**config.mk**
```make
export PLATFORM = sky130hd
export DESIGN_NAME = uart_rx
export DESIGN_NICKNAME = d
export VERILOG_FILES = /design/src/rtl/uart_rx_pkg.sv /design/src/rtl/uart_sync2.sv /design/src/rtl/uart_rx.sv
export SDC_FILE = /design/constraint.sdc
export NUM_CORES = 1
export LEC_CHECK = 0
export ABC_AREA = 1
export BUFFER_PORTS_ARGS = -buffer_cell sky130_fd_sc_hd__clkbuf_2
export CORE_MARGIN = 2
export CORE_UTILIZATION = 53
export CTS_CLUSTER_DIAMETER = 60
export DETAILED_ROUTE_END_ITERATION = 12
export GPL_TIMING_DRIVEN = 0
export PLACE_DENSITY = 0.75
export SLEW_MARGIN = 0
export SYNTH_ARGS = -nofsm -noshare
export SYNTH_HDL_FRONTEND = slang
export SYNTH_SLANG_ARGS = --single-unit
```
**constraint.sdc**
```tcl
create_clock -name clk -period 1.74 [get_ports clk]
set_input_delay 0.348 -clock clk [delete_from_list [all_inputs] [get_ports clk]]
set_output_delay 0.348 -clock clk [all_outputs]
set_load 0.03 [all_outputs]
```
**src/rtl/uart_rx_pkg.sv**
```systemverilog
// Shared UART receive definitions: select encodings, oversample/stop constants
// and the decoder that turns raw select inputs into a latched frame config.
package uart_rx_pkg;

  localparam int OVERSAMPLE_DEF = 16;

  localparam logic [2:0] DBIT_5   = 3'b000;
  localparam logic [2:0] DBIT_6   = 3'b001;
  localparam logic [2:0] DBIT_7   = 3'b010;
  localparam logic [2:0] DBIT_8   = 3'b011;

  localparam logic [1:0] SBIT_1   = 2'b00;
  localparam logic [1:0] SBIT_1_5 = 2'b01;
  localparam logic [1:0] SBIT_2   = 2'b10;

  localparam logic [1:0] PAR_NONE = 2'b00;
  localparam logic [1:0] PAR_EVEN = 2'b01;
  localparam logic [1:0] PAR_ODD  = 2'b10;

  localparam int STOP_TICKS_1   = 16;
  localparam int STOP_TICKS_1_5 = 24;
  localparam int STOP_TICKS_2   = 32;

  typedef enum logic [1:0] {PM_NONE, PM_EVEN, PM_ODD} par_mode_e;

  typedef struct packed {
    logic [2:0] dlast;     // index of the last data bit (dbits-1)
    logic [4:0] sb_last;   // stop-state tick that ends the frame (SB-1)
    logic       two_stop;  // take a second stop sample at t==31
    par_mode_e  par;
  } rx_cfg_t;

  localparam rx_cfg_t CFG_RST = '{dlast: 3'd7, sb_last: 5'd15, two_stop: 1'b0, par: PM_NONE};

  function automatic rx_cfg_t decode_cfg(input logic [2:0] dsel,
                                         input logic [1:0] ssel,
                                         input logic [1:0] psel);
    rx_cfg_t c;
    c = CFG_RST;
    case (dsel)
      DBIT_5:  c.dlast = 3'd4;
      DBIT_6:  c.dlast = 3'd5;
      DBIT_7:  c.dlast = 3'd6;
      default: c.dlast = 3'd7;
    endcase
    case (ssel)
      SBIT_1_5: begin c.sb_last = 5'(STOP_TICKS_1_5 - 1); c.two_stop = 1'b0; end
      SBIT_2:   begin c.sb_last = 5'(STOP_TICKS_2 - 1);   c.two_stop = 1'b1; end
      default:  begin c.sb_last = 5'(STOP_TICKS_1 - 1);   c.two_stop = 1'b0; end
    endcase
    case (psel)
      PAR_EVEN: c.par = PM_EVEN;
      PAR_ODD:  c.par = PM_ODD;
      default:  c.par = PM_NONE;
    endcase
    return c;
  endfunction

endpackage

```
**src/rtl/uart_sync2.sv**
```systemverilog
// Two-flop synchronizer for an asynchronous single-bit input; reset value is
// a parameter so idle-high and idle-low lines can both use it.
module uart_sync2 #(
  parameter logic RST_VAL = 1'b1
) (
  input  logic clk,
  input  logic reset,
  input  logic i_d,
  output logic o_q
);

  logic r_meta, r_sync;

  always_ff @(posedge clk or posedge reset) begin
    if (reset) begin
      r_meta <= RST_VAL;
      r_sync <= RST_VAL;
    end else begin
      r_meta <= i_d;
      r_sync <= r_meta;
    end
  end

  assign o_q = r_sync;

endmodule

```
**src/rtl/uart_rx.sv**
```systemverilog
// UART receiver: 16x oversampled start/data/parity/stop recovery with runtime
// frame format, registered data, done pulse and parity/framing error flags.
module uart_rx
  import uart_rx_pkg::*;
#(
  parameter int OVERSAMPLE = OVERSAMPLE_DEF
) (
  input  logic       clk,
  input  logic       reset,
  input  logic       s_tick,
  input  logic       rx,
  input  logic [2:0] dbit_select_i,
  input  logic [1:0] sbit_select_i,
  input  logic [1:0] parity_select_i,
  output logic [7:0] rx_dout,
  output logic       rx_done_tick,
  output logic       parity_err,
  output logic       frame_err,
  output logic       rx_busy
);

  localparam logic [4:0] T_MID   = 5'(OVERSAMPLE / 2 - 1);
  localparam logic [4:0] T_LAST  = 5'(OVERSAMPLE - 1);
  localparam logic [4:0] T_STOP2 = 5'(2 * OVERSAMPLE - 1);

  typedef enum logic [2:0] {S_IDLE, S_START, S_DATA, S_PARITY, S_STOP} state_e;

  state_e     r_state;
  rx_cfg_t    r_cfg;
  logic [4:0] r_t;
  logic [2:0] r_n;
  logic [7:0] r_data;
  logic       r_xor;
  logic       r_par_bit;
  logic       r_ferr;
  logic [7:0] r_dout;
  logic       r_done;
  logic       r_perr_o;
  logic       r_ferr_o;
  logic       r_busy;

  logic w_rx_s;
  logic w_stop_low;
  logic w_par_exp;
  logic w_par_bad;

  uart_sync2 #(.RST_VAL(1'b1)) u_sync (
    .clk   (clk),
    .reset (reset),
    .i_d   (rx),
    .o_q   (w_rx_s)
  );

  // Stop samples land at the middle of each stop bit; t started mid previous bit.
  always_comb begin
    w_stop_low = 1'b0;
    if (s_tick && !w_rx_s)
      w_stop_low = (r_t == T_LAST) || (r_cfg.two_stop && (r_t == T_STOP2));
  end

  assign w_par_exp = (r_cfg.par == PM_ODD) ? ~r_xor : r_xor;
  assign w_par_bad = (r_cfg.par != PM_NONE) && (r_par_bit != w_par_exp);

  always_ff @(posedge clk or posedge reset) begin
    if (reset) begin
      r_state   <= S_IDLE;
      r_cfg     <= CFG_RST;
      r_t       <= '0;
      r_n       <= '0;
      r_data    <= '0;
      r_xor     <= 1'b0;
      r_par_bit <= 1'b0;
      r_ferr    <= 1'b0;
      r_dout    <= '0;
      r_done    <= 1'b0;
      r_perr_o  <= 1'b0;
      r_ferr_o  <= 1'b0;
      r_busy    <= 1'b0;
    end else begin
      r_done <= 1'b0;
      case (r_state)
        S_IDLE: begin
          if (!w_rx_s) begin
            r_state <= S_START;
            r_t     <= '0;
            r_cfg   <= decode_cfg(dbit_select_i, sbit_select_i, parity_select_i);
            r_busy  <= 1'b1;
          end
        end
        S_START: begin
          if (s_tick) begin
            if (r_t == T_MID) begin
              r_t <= '0;
              if (!w_rx_s) begin
                r_state <= S_DATA;
                r_n     <= '0;
                r_data  <= '0;
                r_xor   <= 1'b0;
                r_ferr  <= 1'b0;
              end else begin
                // Glitch shorter than half a bit: drop it silently.
                r_state <= S_IDLE;
                r_busy  <= 1'b0;
              end
            end else begin
              r_t <= r_t + 5'd1;
            end
          end
        end
        S_DATA: begin
          if (s_tick) begin
            if (r_t == T_LAST) begin
              r_t         <= '0;
              r_data[r_n] <= w_rx_s;
              r_xor       <= r_xor ^ w_rx_s;
              if (r_n == r_cfg.dlast)
                r_state <= (r_cfg.par != PM_NONE) ? S_PARITY : S_STOP;
              else
                r_n <= r_n + 3'd1;
            end else begin
              r_t <= r_t + 5'd1;
            end
          end
        end
        S_PARITY: begin
          if (s_tick) begin
            if (r_t == T_LAST) begin
              r_t       <= '0;
              r_par_bit <= w_rx_s;
              r_state   <= S_STOP;
            end else begin
              r_t <= r_t + 5'd1;
            end
          end
        end
        S_STOP: begin
          if (s_tick) begin
            if (r_t == r_cfg.sb_last) begin
              // The final stop sample may coincide with frame end; fold it in.
              r_state  <= S_IDLE;
              r_t      <= '0;
              r_done   <= 1'b1;
              r_dout   <= r_data;
              r_perr_o <= w_par_bad;
              r_ferr_o <= r_ferr | w_stop_low;
              r_busy   <= 1'b0;
            end else begin
              r_t <= r_t + 5'd1;
              if (w_stop_low) r_ferr <= 1'b1;
            end
          end
        end
        default: begin
          r_state <= S_IDLE;
          r_t     <= '0;
          r_busy  <= 1'b0;
        end
      endcase
    end
  end

  assign rx_dout      = r_dout;
  assign rx_done_tick = r_done;
  assign parity_err   = r_perr_o;
  assign frame_err    = r_ferr_o;
  assign rx_busy      = r_busy;

endmodule
```
==> run summary <==
Tot Pwr: 3.84 mW
pre-CTS WS: -0.191 ns
post-DR wirelength/cell: 11.8 um
Crit path required time: 1.94 ns
worst clock skew: 0.00687 ns
IO Pins: 23
post-placement cell count: 405
DR DRC count: 0
fin nets: 389
f_max: 585 MHz
Clock Power Share: 17.0%
synthesized flop and latch total: 43
final hold viol count: 0
Syn Nets: 349
CTS Buffer Depth: 2
ratio of cells with drive above 1 in the final layout: 26.1%
first-pass GRT wire length: 8770 um
initial DRC count: 117
Slew Viols, Final: 0
Sequential Area: 0.00108 mm^2
Logic pwr share: 48.3%
Synth cell types: 28
DIE AREA: 0.00524 mm^2
antenna fix cells: 0
RSZ-0062 raised after global routing: true
Die Height: 72.4 um
Die X: 72.4 um
worst r2r path cells: 12
ranking of synthesized cells by area: dfrtp_1 38%, nand2_1 18%, nand3_1 7.9%, inv_1 5.9%, dfstp_2 5.3%
worst vdd rail ir drop: 706 uV
1st-pass router iterations: 4
top-count cell post-synth: nand2_1
worst min path class: primary input to flip-flop
hold slack: 0.114 ns
Slowest cell on crit path: dfrtp_1
switching portion of total power: 42.8%
XOR/XNOR share of the synthesized area: 1.41%
post-synthesis cell count: 331
Power per Cell Area: 1290 mW/mm^2
Worst Path Arrival: 1.91 ns
clk_lat worst skew: 0.31 ns
number of global-route vias before repair: 2044
antenna violations before repair: 0
Pint: 2.20 mW
port bufs: 22
htree depth: 2
Async S/R FF share, synth: 100%
Syn Area/Cell: 7.48 um^2
Max-cap violations: 0
Routed WL: 5010 um
reg-to-reg startpoint: r_t[0]$_DFFE_PP0P_
Final Cycle Share: 98.3%
setup ws final: 0.0294 ns
GPL Wtd Cong: 0.901
crit path from: r_t[0]$_DFFE_PP0P_
top_reg_cell synth: dfrtp_1
CTS Buf Count: 5
crit path max fanout: 6
Antenna Nets Post-Route: 0
vias: 2159
top-area cell type share of the netlist area: 38.4%
largest net degree at the start of global routing: 44
FF-to-FF setup slack: 0.03 ns
endpoint type of the worst setup path: flip-flop
CP cell instances: ha_4, nand2_4, nor2_4, ha_4, inv_2, nand2_2, nand2_4, nor2_8, buf_6, nand3_2, nand2_1, nand2_1
Sequential Power Share: 34.6%
post-synthesis sequential area ratio: 43.7%
Post-Syn Area: 0.00248 mm^2
fin cells: 424
Worst R2R End: r_data[6]$_DFFE_PP0P_
Synth Area in Compound Gates: 4.85%
multi-input logic area: 0.00129 mm^2
Worst slew margin: 42.9%
Total GRT Usage: 21.3%
CP endpoint: r_data[6]$_DFFE_PP0P_
hold path cells: 1
minimum clock period: 1.71 ns
fill count: 368
HPWL after DPL: 3400 um
Clock Pin Slew Worst Setup and Hold Paths: 0.08 ns
clock sinks: 43
switching pwr: 1.64 mW
Slew @ Worst Pin: 0.856 ns
Synth Area in Simple Gates: 37.7%
multiplexer share of the synthesized area: 0%
Post-Synth Adder-Cell Area: 3.54%
area grow syn2layout: 20.3%
CP Launch Type: flip-flop
WS Path Type: flip-flop to flip-flop
Post-synth EDFFs: 0
Initial Utilization: 56.1%
Setup violations, final: 0
Rows: 24
GRT Residual Overflow: 0
CTS root buffer: clkbuf_8
status: finished, final reports clean
final setup TNS: 0 ns
yosys warns: 0
Core ar.: 0.00441 mm^2
Lkg Pwr: 1.66 nW
TritonCTS clock tree: yes
largest family of logic cells by synthesized area: simple AND/OR/NAND/NOR gates
vias per inst: 5.09
Max stage delay on crit path: 0.40 ns
Commonest cells post-synth: 122 x nand2_1, 39 x inv_1, 39 x nand3_1, 38 x dfrtp_1, 20 x o21ai_0
top cell type by total area after synthesis: dfrtp_1
## power groups by stage
stage / clock network, mW / registers, mW / logic [mW]
3_5_place_dp: 0 / 1.35 / 1.47
3_3_place_gp: 0 / 1.34 / 1.44
6_report: 0.654 / 1.33 / 1.86
5_1_grt: 0.700 / 1.36 / 2.07
4_1_cts: 0.665 / 1.33 / 1.73
2_1_floorplan: 0 / 1.34 / 1.18
## area by class of cell
cell class / instances / share of cell area, %
flip-flops and latches: 43 / 36.3
plain buffers: 7 / 1.89
inverters: 44 / 5.54
well taps: 52 / 2.18
clock inverters: 3 / 0.840
clock buffers: 5 / 2.31
repair buffers: 33 / 7.52
multi-input cells: 237 / 43.4
## layout by cell type, fill, tap and decap left out, types with 2 or more instances in the layout
master	count
nor2_1	12
nor2_2	3
dfstp_2	5
ha_4	2
buf_2	2
nand3_1	30
o21ai_0	18
inv_2	8
o21ai_1	2
nor2_4	3
clkbuf_2	23
nand2_2	8
ha_1	5
buf_6	4
dfrtp_1	38
buf_4	8
clkbuf_8	5
nor3_1	4
xor2_1	2
inv_1	36
nand2_4	6
nand4_1	7
nand3_2	9
clkinv_4	2
nor2_8	2
xnor2_1	2
nand2_1	117
## worst min path at each step
stage | slack (ns) | from | endpoint
final | 0.11 | rx | u_sync.r_meta$_DFF_PP1_
after global routing | 0.10 | rx | u_sync.r_meta$_DFF_PP1_
after CTS | 0.11 | rx | u_sync.r_meta$_DFF_PP1_
after detailed placement | 0.35 | u_sync.r_meta$_DFF_PP1_ | u_sync.o_q$_DFF_PP1_
after global placement | 0.35 | u_sync.r_meta$_DFF_PP1_ | u_sync.o_q$_DFF_PP1_
after floorplan | 0.35 | u_sync.r_meta$_DFF_PP1_ | u_sync.o_q$_DFF_PP1_
## stage by stage
step	util [%]	instance area, um^2
2_1_floorplan	-	2480
3_3_place_gp	60.1	2650
3_5_place_dp	60.1	2650
4_1_cts	65.2	2880
5_1_grt	67.5	2980
6_report	67.5	2980
## flip-flops by register name (all words and copies together) (netlist names), 3 cells and up
name	flops
r_state	3
r_cfg	7
r_data	8
r_n	3
rx_dout	8
r_t	5
## worst max-delay path, delay by kind of cell, from the launching register on
kind	cells	cell delay (ns)
flip-flops	1	0.40
buffers and inverters	2	0.19
AND/OR/NAND/NOR	8	0.69
adder cells (fa/ha/maj)	2	0.33
## kinds of logic after synthesis
| family | after synthesis |
|---|---|
| adders and majority gates | 7 |
| and+or+nand+nor | 203 |
| AOI/OAI and AO/OA | 23 |
| DFF | 43 |
| xor gates and xnor gates | 4 |
| buffers and inverters | 51 |
## per-layer routing
layer / global-route usage (%) / share of wire, %
met1: 29.3 / 49
met2: 33.1 / 45
met3: 4.31 / 4.0
met4: 9.05 / 1.7
met5: 0 / 0
## timing repair
item | 4_1_cts | 5_1_grt
pin swaps | 12 | 14
hold buffers | 0 | 0
setup buffers | 8 | 2
cloned | 1 | 0
setup endpoints to repair | 17 | 29
resized for setup | 15 | 20
Note: power is estimated with default switching activity, not from simulation.
